--- src/rtl/dma_pkg.sv ---
// Shared types and helpers for the DMA channel priority resolver.
package dma_pkg;

  localparam int NUM_CH = 4;
  localparam int CH_W   = $clog2(NUM_CH);

  // One-hot resolver states
  typedef enum logic [2:0] {
    ST_IDLE   = 3'b001,
    ST_LOCKED = 3'b010,
    ST_ACK    = 3'b100
  } resolver_state_e;

  // Return the first set request, scanning upward from start and wrapping.
  // The index arithmetic relies on CH_W bits wrapping naturally at NUM_CH,
  // which holds because NUM_CH is a power of two.
  // An empty request vector returns 0; callers only use the result when a
  // request is present.
  function automatic logic [CH_W-1:0] prio_encode(
    input logic [NUM_CH-1:0] req,
    input logic [CH_W-1:0]   start
  );
    logic [CH_W-1:0] idx;
    logic            found;
    prio_encode = '0;
    found       = 1'b0;
    for (int k = 0; k < NUM_CH; k++) begin
      idx = start + CH_W'(k);
      if (!found && req[idx]) begin
        prio_encode = idx;
        found       = 1'b1;
      end
    end
  endfunction

endpackage

--- src/rtl/dma_priority_encoder.sv ---
// Rotating priority encoder: picks the first active request at or after
// start_i, wrapping around the channel set.
import dma_pkg::*;

module dma_priority_encoder (
  input  logic [NUM_CH-1:0] req_i,
  input  logic [CH_W-1:0]   start_i,
  output logic [CH_W-1:0]   winner_o
);

  // Pure combinational scan; fixed priority is simply start_i = 0.
  always_comb begin
    winner_o = prio_encode(req_i, start_i);
  end

endmodule

--- src/rtl/dma_priority_resolver.sv ---
// DMA channel arbitration: conditions DREQ, locks a winning channel,
// drives its DACK for the service window and keeps terminal-count flags.
//
// state  | meaning
// -------+-------------------------------------------------------------
// IDLE   | no channel held; arbitrate on any effective request
// LOCKED | winner frozen, waiting for timing and control to assert DACK
// ACK    | DACK driven for the winner until the service ends
import dma_pkg::*;

module dma_priority_resolver #(
  parameter int NUM_CH = dma_pkg::NUM_CH,
  parameter int CH_W   = dma_pkg::CH_W
) (
  input  logic              CLK,
  input  logic              RESET_N,
  input  logic [NUM_CH-1:0] DREQ,
  input  logic              dreqSense,
  input  logic              dackSense,
  input  logic              rotatingPriority,
  input  logic              controllerDisable,
  input  logic [NUM_CH-1:0] maskReg,
  input  logic [NUM_CH-1:0] softReqReg,
  input  logic              assertDACK,
  input  logic              deassertDACK,
  input  logic              tcEOP,
  input  logic              statusRead,
  output logic              anyRequest,
  output logic              channelValid,
  output logic [CH_W-1:0]   activeChannel,
  output logic [NUM_CH-1:0] DACK,
  output logic [NUM_CH-1:0] clearSoftReq,
  output logic [NUM_CH-1:0] tcStatus
);

  resolver_state_e   state_q, state_d;
  logic [CH_W-1:0]   active_q, active_d;
  logic [CH_W-1:0]   last_q, last_d;
  logic [NUM_CH-1:0] ack_q, ack_d;
  logic [NUM_CH-1:0] clr_q, clr_d;
  logic [NUM_CH-1:0] tc_q, tc_d;

  logic [NUM_CH-1:0] req_eff;
  logic [CH_W-1:0]   prio_start;
  logic [CH_W-1:0]   winner;

  // Effective requests: sense-corrected DREQ gated by mask, software
  // requests bypass the mask, and the controller disable kills everything.
  always_comb begin
    req_eff    = {NUM_CH{~controllerDisable}} &
                 (((DREQ ^ {NUM_CH{dreqSense}}) & ~maskReg) | softReqReg);
    anyRequest = |req_eff;
    prio_start = rotatingPriority ? last_q + CH_W'(1) : '0;
  end

  dma_priority_encoder u_prio_enc (
    .req_i    (req_eff),
    .start_i  (prio_start),
    .winner_o (winner)
  );

  // State and datapath registers with synchronous active-low reset.
  always_ff @(posedge CLK) begin
    if (!RESET_N) begin
      state_q  <= ST_IDLE;
      active_q <= '0;
      last_q   <= CH_W'(NUM_CH - 1);
      ack_q    <= '0;
      clr_q    <= '0;
      tc_q     <= '0;
    end else begin
      state_q  <= state_d;
      active_q <= active_d;
      last_q   <= last_d;
      ack_q    <= ack_d;
      clr_q    <= clr_d;
      tc_q     <= tc_d;
    end
  end

  // Next-state logic: arbitration in IDLE only, frozen winner afterwards.
  always_comb begin
    state_d  = state_q;
    active_d = active_q;
    last_d   = last_q;
    ack_d    = '0;
    clr_d    = '0;
    tc_d     = statusRead ? '0 : tc_q;

    unique case (state_q)
      ST_IDLE: begin
        if (anyRequest) begin
          active_d = winner;
          state_d  = ST_LOCKED;
        end
      end

      ST_LOCKED: begin
        // A simultaneous deassert, or the winner withdrawing, abandons the
        // service without a DACK and without touching rotation.
        if (deassertDACK || !req_eff[active_q]) begin
          state_d = ST_IDLE;
        end else if (assertDACK) begin
          state_d         = ST_ACK;
          ack_d[active_q] = 1'b1;
        end
      end

      ST_ACK: begin
        ack_d[active_q] = 1'b1;
        if (tcEOP) begin
          tc_d[active_q]  = 1'b1;
          clr_d[active_q] = 1'b1;
        end
        if (deassertDACK) begin
          state_d = ST_IDLE;
          last_d  = active_q;
          ack_d   = '0;
        end
      end

      default: begin
        state_d = ST_IDLE;
      end
    endcase
  end

  // Output decode; DACK polarity applied after the registered one-hot.
  always_comb begin
    channelValid  = (state_q != ST_IDLE);
    activeChannel = active_q;
    DACK          = ack_q ^ {NUM_CH{~dackSense}};
    clearSoftReq  = clr_q;
    tcStatus      = tc_q;
  end

endmodule

--- config.mk ---
export PLATFORM = sky130hd
export DESIGN_NAME = dma_priority_resolver
export DESIGN_NICKNAME = d
export VERILOG_FILES = /design/src/rtl/dma_pkg.sv /design/src/rtl/dma_priority_encoder.sv /design/src/rtl/dma_priority_resolver.sv
export SDC_FILE = /design/constraint.sdc
export NUM_CORES = 1
export LEC_CHECK = 0
export CORE_MARGIN = 1.5
export CORE_UTILIZATION = 38
export DETAILED_ROUTE_END_ITERATION = 6
export PLACE_DENSITY_LB_ADDON = 0.05
export SYNTH_ARGS = -nofsm -noshare
export SYNTH_HDL_FRONTEND = slang
export SYNTH_HIERARCHICAL = 1
export SYNTH_SLANG_ARGS = --single-unit
--- constraint.sdc ---
create_clock -name CLK -period 1.58 [get_ports CLK]
set_clock_uncertainty 0.1 [all_clocks]
set_input_delay 0.474 -clock CLK [delete_from_list [all_inputs] [get_ports CLK]]
set_output_delay 0.474 -clock CLK [all_outputs]
set_load 0.05 [all_outputs]
Yosys cells after proc, flatten, opt, wreduce, memory -nomap -nowiden
Cells that the tools add are included.
- add/subtract/negate cells: 4
- $mul: 0
- div/mod/pow operators: 0
- $lt $le $gt $ge: 6
- eq/ne operators: 7
- shift operators: 0
- multiplexer cells: 32
- bitwise operators: 9
- reductions and logical operators: 14
- operators with widths (operator ; number):
    two-way mux 4 bit ; 6
    < comparator 2 x 3 -> 1 bit, second input constant ; 5
    two-way mux 3 bit ; 4
    binary-select mux 1 bit (select 2 bit) ; 5
    two-way mux 2 bit ; 5
    two-way mux 1 bit ; 9
    one-hot mux 3 bit (3 select lines) ; 1
    bitwise AND 4 bit ; 2
    OR 4 bit ; 2
    one-hot mux 4 bit (2 select lines) ; 1
    XOR 4 bit ; 2
    AND reduction 3 bit ; 2
    adder 2 x 1 -> 2 bit, second input constant ; 2
    adder 2 bit, second input constant ; 2
    logical AND 1 bit ; 4
    zero test 1 bit ; 4
    != test 2 bit, second input constant ; 2
    NOT 4 bit ; 1
    AND reduction 2 bit ; 2
    OR reduction 4 bit ; 1
    equality test 3 x 1 -> 1 bit, second input constant ; 1
    equality test 3 x 2 -> 1 bit, second input constant ; 1
    equality test 3 bit, second input constant ; 1
    != test 3 x 1 -> 1 bit, second input constant ; 1
    5 further kinds ; 6
- bits in registers: 19
- bits in latches: 0
- memory bits (writable): 0
- memory bits (read-only): 0
- input bits: 22
- output and inout port bits: 16
- word-level logic and storage cells: 78
- memories kept: 0

Depth between registers and ports, before layout
- word-level depth: 16
- gate-level depth with buffers: 8
- mapped depth without buffers: 8

By module
The synthesis kept the hierarchy.
- modules (own cells, without submodules) (module ; times used ; cells each ; area an instance (um2) ; seq. area each (um2)):
    dma_priority_resolver ; 1 ; 107 ; 907.1 ; 380.4
    dma_priority_encoder ; 1 ; 13 ; 73.8 ; 0.0

Worst setup path before layout
Ideal clock, no wire load.
- path type: input-to-reg
- start point: input port dreqSense
- end point: register state_q[0]
- setup time: 122 ps
- arrival time: 2109 ps
- data required time: 1358 ps
- setup slack: -751 ps
- stages on the path: 5
- path buffers: 0
- cells stage by stage: xor2_1 > a21oi_1 > a41oi_1 > nor2_1 > a311o_1
- elaborated cells between the ends (all ways): 14
- those cells by class: 2 x eq/ne; 4 x mux; 4 x bitwise; 4 x reduce/logical
- RTL lines (what ; RTL line ; text):
    start, declared ; dma_priority_resolver.sv:18 ; input logic dreqSense,
    XOR 4 bit ; dma_priority_resolver.sv:51 ; (((DREQ ^ {NUM_CH{dreqSense}}) & ~maskReg) | softReqReg);
    bitwise AND 4 bit ; dma_priority_resolver.sv:51 ;
    OR 4 bit ; dma_priority_resolver.sv:51 ;
    bitwise AND 4 bit ; dma_priority_resolver.sv:50 ; req_eff = {NUM_CH{~controllerDisable}} &
    OR reduction 4 bit ; dma_priority_resolver.sv:52 ; anyRequest = |req_eff;
    named net anyRequest ; dma_priority_resolver.sv:28 ; output logic anyRequest,
    != test 2 bit (no source line) ; n/a ;
    AND reduction 3 bit (no source line) ; n/a ;
    end signal, assigned ; dma_priority_resolver.sv:72 ; state_q <= state_d;
    end, declared ; dma_priority_resolver.sv:36 ; resolver_state_e state_q, state_d;
The timed path passes the listed nets, and every way through them passes these cells. The select of a mux whose other input is x is not followed.
A chain may end at the register's enable or synchronous reset.

Worst setup path in the final report
- start point: input port dreqSense
- end point: output port anyRequest
- longest elaborated chain between the ends: 5
- ends and longest elaborated chain (what ; RTL line):
    XOR 4 bit ; dma_priority_resolver.sv:51
    bitwise AND 4 bit ; dma_priority_resolver.sv:51
    OR 4 bit ; dma_priority_resolver.sv:51
    bitwise AND 4 bit ; dma_priority_resolver.sv:50
    OR reduction 4 bit ; dma_priority_resolver.sv:52
    end, declared ; dma_priority_resolver.sv:28
Every way passes these cells.

==> out/results.txt <==
status -> finished with violations
violated checks -> setup timing
most frequent cell after synthesis -> dfxtp_1
post-detailed-route count of antenna-violating nets -> 0
initial DRC count -> 40
clock root cell -> clkbuf_4
PortBufs -> 37
relative slew slack -> 0.694
Rows -> 18
Max Slew Vio Count -> 0
syn_area_per_cell -> 8.17 um2
crit path time final -> 1.94 ns
Area after DPL -> 1880 um2
Die Wd -> 53.8 um
Num Clock Sinks -> 19
WHS -> 0.459 ns
crit path capture type -> output port
most used cell, CP -> buf_12
Max Freq -> 0.517 GHz
H-tree levels -> 1
leading area contributor after synthesis -> dfxtp_1
post-synthesis sequential element count -> 19
CP arrival -> 1.36 ns
clk_lat worst skew -> 0.31 ns
initial antenna violation count -> 0
Synth Cell Area -> 981 um2
max_cap viols -> 0
largest net degree at the start of global routing -> 11
# hold bufs at CTS -> 0
Critical Path Fanout Max -> 4
final hold vios -> 0
Final Cycle Share -> 1.23
Pwr Density -> 556 nW/um2
Peak supply drop -> 0.000493 V
number of unique standard cell types used by synthesis -> 28
Clk pin slew, worst setup/hold paths -> 0.11 ns
Yosys Warn Count -> 6
fillers -> 103
layout cells sized above 1 -> 0.578
Pleak -> 0.826 nW
CTS Buf Count -> 3
RSZ-0062 raised after global routing -> true
Initial Util -> 0.400
TritonCTS clock tree -> built
first-pass GRT wire length -> 5250 um
maximum buffer depth of the clock tree -> 2
Final nets -> 215
area share of the largest cell type after synthesis -> 0.388
most instantiated cells after synthesis -> dfxtp_1, inv_1, nor2_1, a21oi_1
DR WL/cell -> 18.0 um
Die H -> 53.8 um
setup ws final -> -0.356 ns
Final Setup Violations -> 12
grt total ovfl -> 0
Top FF cell, synth -> dfxtp_1
drt drc -> 0
die outline area -> 2890 um2
DR pass1 iterations -> 4
core area -> 2450 um2
startpoint types -> primary input
Storage cell area -> 407 um2
cells after synthesis -> 120
Multi-input gate area -> 925 um2
Synth async-reset ratio -> 0
Power, Total -> 1.23 mW
# IOs -> 38
final wirelength -> 4000 um
# diodes -> 0
Max stage delay on crit path -> 0.29 ns
Worst Hold Class -> reg -> reg
WP data required -> 1.01 ns
via count -> 1227
CP Class -> in -> out
EDFF count, synth -> 0
via density per instance -> 5.53
post-route cell area -> 2210 um2
Crit-path slowest cell -> a41oi_4
Layout area overhead -> 125%
most area-consuming cells after synthesis -> dfxtp_1, a211oi_1, inv_1
vias in the first global route -> 1130
cells along the critical path -> buf_12 > xor2_4 > a21oi_4 > a41oi_4 > buf_12
post-DP HPWL -> 2220 um
syn nets -> 142
Seq/Total Area, Yosys -> 0.388
Worst Tran Pin Value -> 0.456 ns
GRT Overall Usage -> 0.258
Placer Congestion -> 0.781
[routing by layer]
| metal | global-route usage | wire length, um | vias up |
|---|---|---|---|
| li1 | - | - | 560 |
| met1 | 0.271 | 1500 | 586 |
| met2 | 0.470 | 2160 | 63 |
| met3 | 0.0333 | 162 | 18 |
| met4 | 0.175 | 174 | 0 |
| met5 | 0 | 0 | - |
[what timing repair did]
action,4_1_cts,5_1_grt
gates resized for setup,75,28
endpoints found under the hold margin,0,0
setup buffers,9,3
pin swaps,17,16
endpoints found under the setup margin,15,23
cloned,0,0
[cell type report]
class,instances,share of cell area
Clock buffer,4,0.0119
Inverter,14,0.0238
Multi-Input combinational cell,85,0.418
Sequential cell,19,0.184
Tap cell,30,0.0170
Timing Repair Buffer,70,0.345
[worst max-delay path, delay by kind of cell]
| kind | cells | cell delay, ns |
|---|---|---|
| compound gates | 2 | 0.38 |
| xor+xnor | 1 | 0.20 |
| buf+inv | 2 | 0.30 |
[stage by stage]
step                worst slack, ns  utilization  TNS (ns)  instances
finish                       -0.356        0.901     -2.03        222
global route                 -0.375        0.901     -2.80        222
CTS                          -0.379        0.858     -1.71        220
detailed placement           -0.895        0.765     -9.94        208
global placement             -0.834        0.765     -9.22        208
floorplan                    -0.182            -    -0.569        120
[cells in the final DEF, fill, tap and decap left out, drive strengths merged, types with 4 or more instances in the layout]
cell type / count
nand3: 4
a21oi: 10
inv: 14
o22ai: 4
dfxtp: 19
nand2: 8
xnor2: 5
and2: 5
xor2: 5
buf: 55
clkdlybuf4s50: 5
a211oi: 9
nor2: 11
dlygate4sd2: 9
clkbuf: 5
o21ai: 5
nand2b: 4
[registers in the layout (all words and copies together) (netlist names)]
| register | flops |
|---|---|
| clearSoftReq | 4 |
| ack_q | 4 |
| last_q | 2 |
| state_q | 3 |
| tcStatus | 4 |
| activeChannel | 2 |
[cell families (layout without fill, tap and decap cells)]
| kind of cell | after synthesis | in the layout | share of synthesized area |
|---|---|---|---|
| flip-flops | 19 | 19 | 0.388 |
| XOR/XNOR | 10 | 10 | 0.0893 |
| AO/OA/AOI/OAI | 35 | 35 | 0.237 |
| AND/OR/NAND/NOR | 40 | 40 | 0.224 |
| buffers and inverters | 16 | 88 | 0.0612 |
[report_power, final]
part	total [mW]	internal (mW)	switching, mW
clock network	0.259	0.0987	0.160
registers	0.494	0.481	0.0125
logic	0.476	0.229	0.247
[path summary, 6_finish.rpt]
kind / start / to / slack (ns) / cells past startpoint
setup / recovery: dreqSense / anyRequest / -0.36 / 5
setup reg to reg: state_q[1] / activeChannel[0] / -0.19 / 6
hold / removal: last_q[1] / last_q[1] / 0.46 / 2
hold reg to reg: last_q[1] / last_q[1] / 0.46 / 2
(Power assumes the default switching activity.)
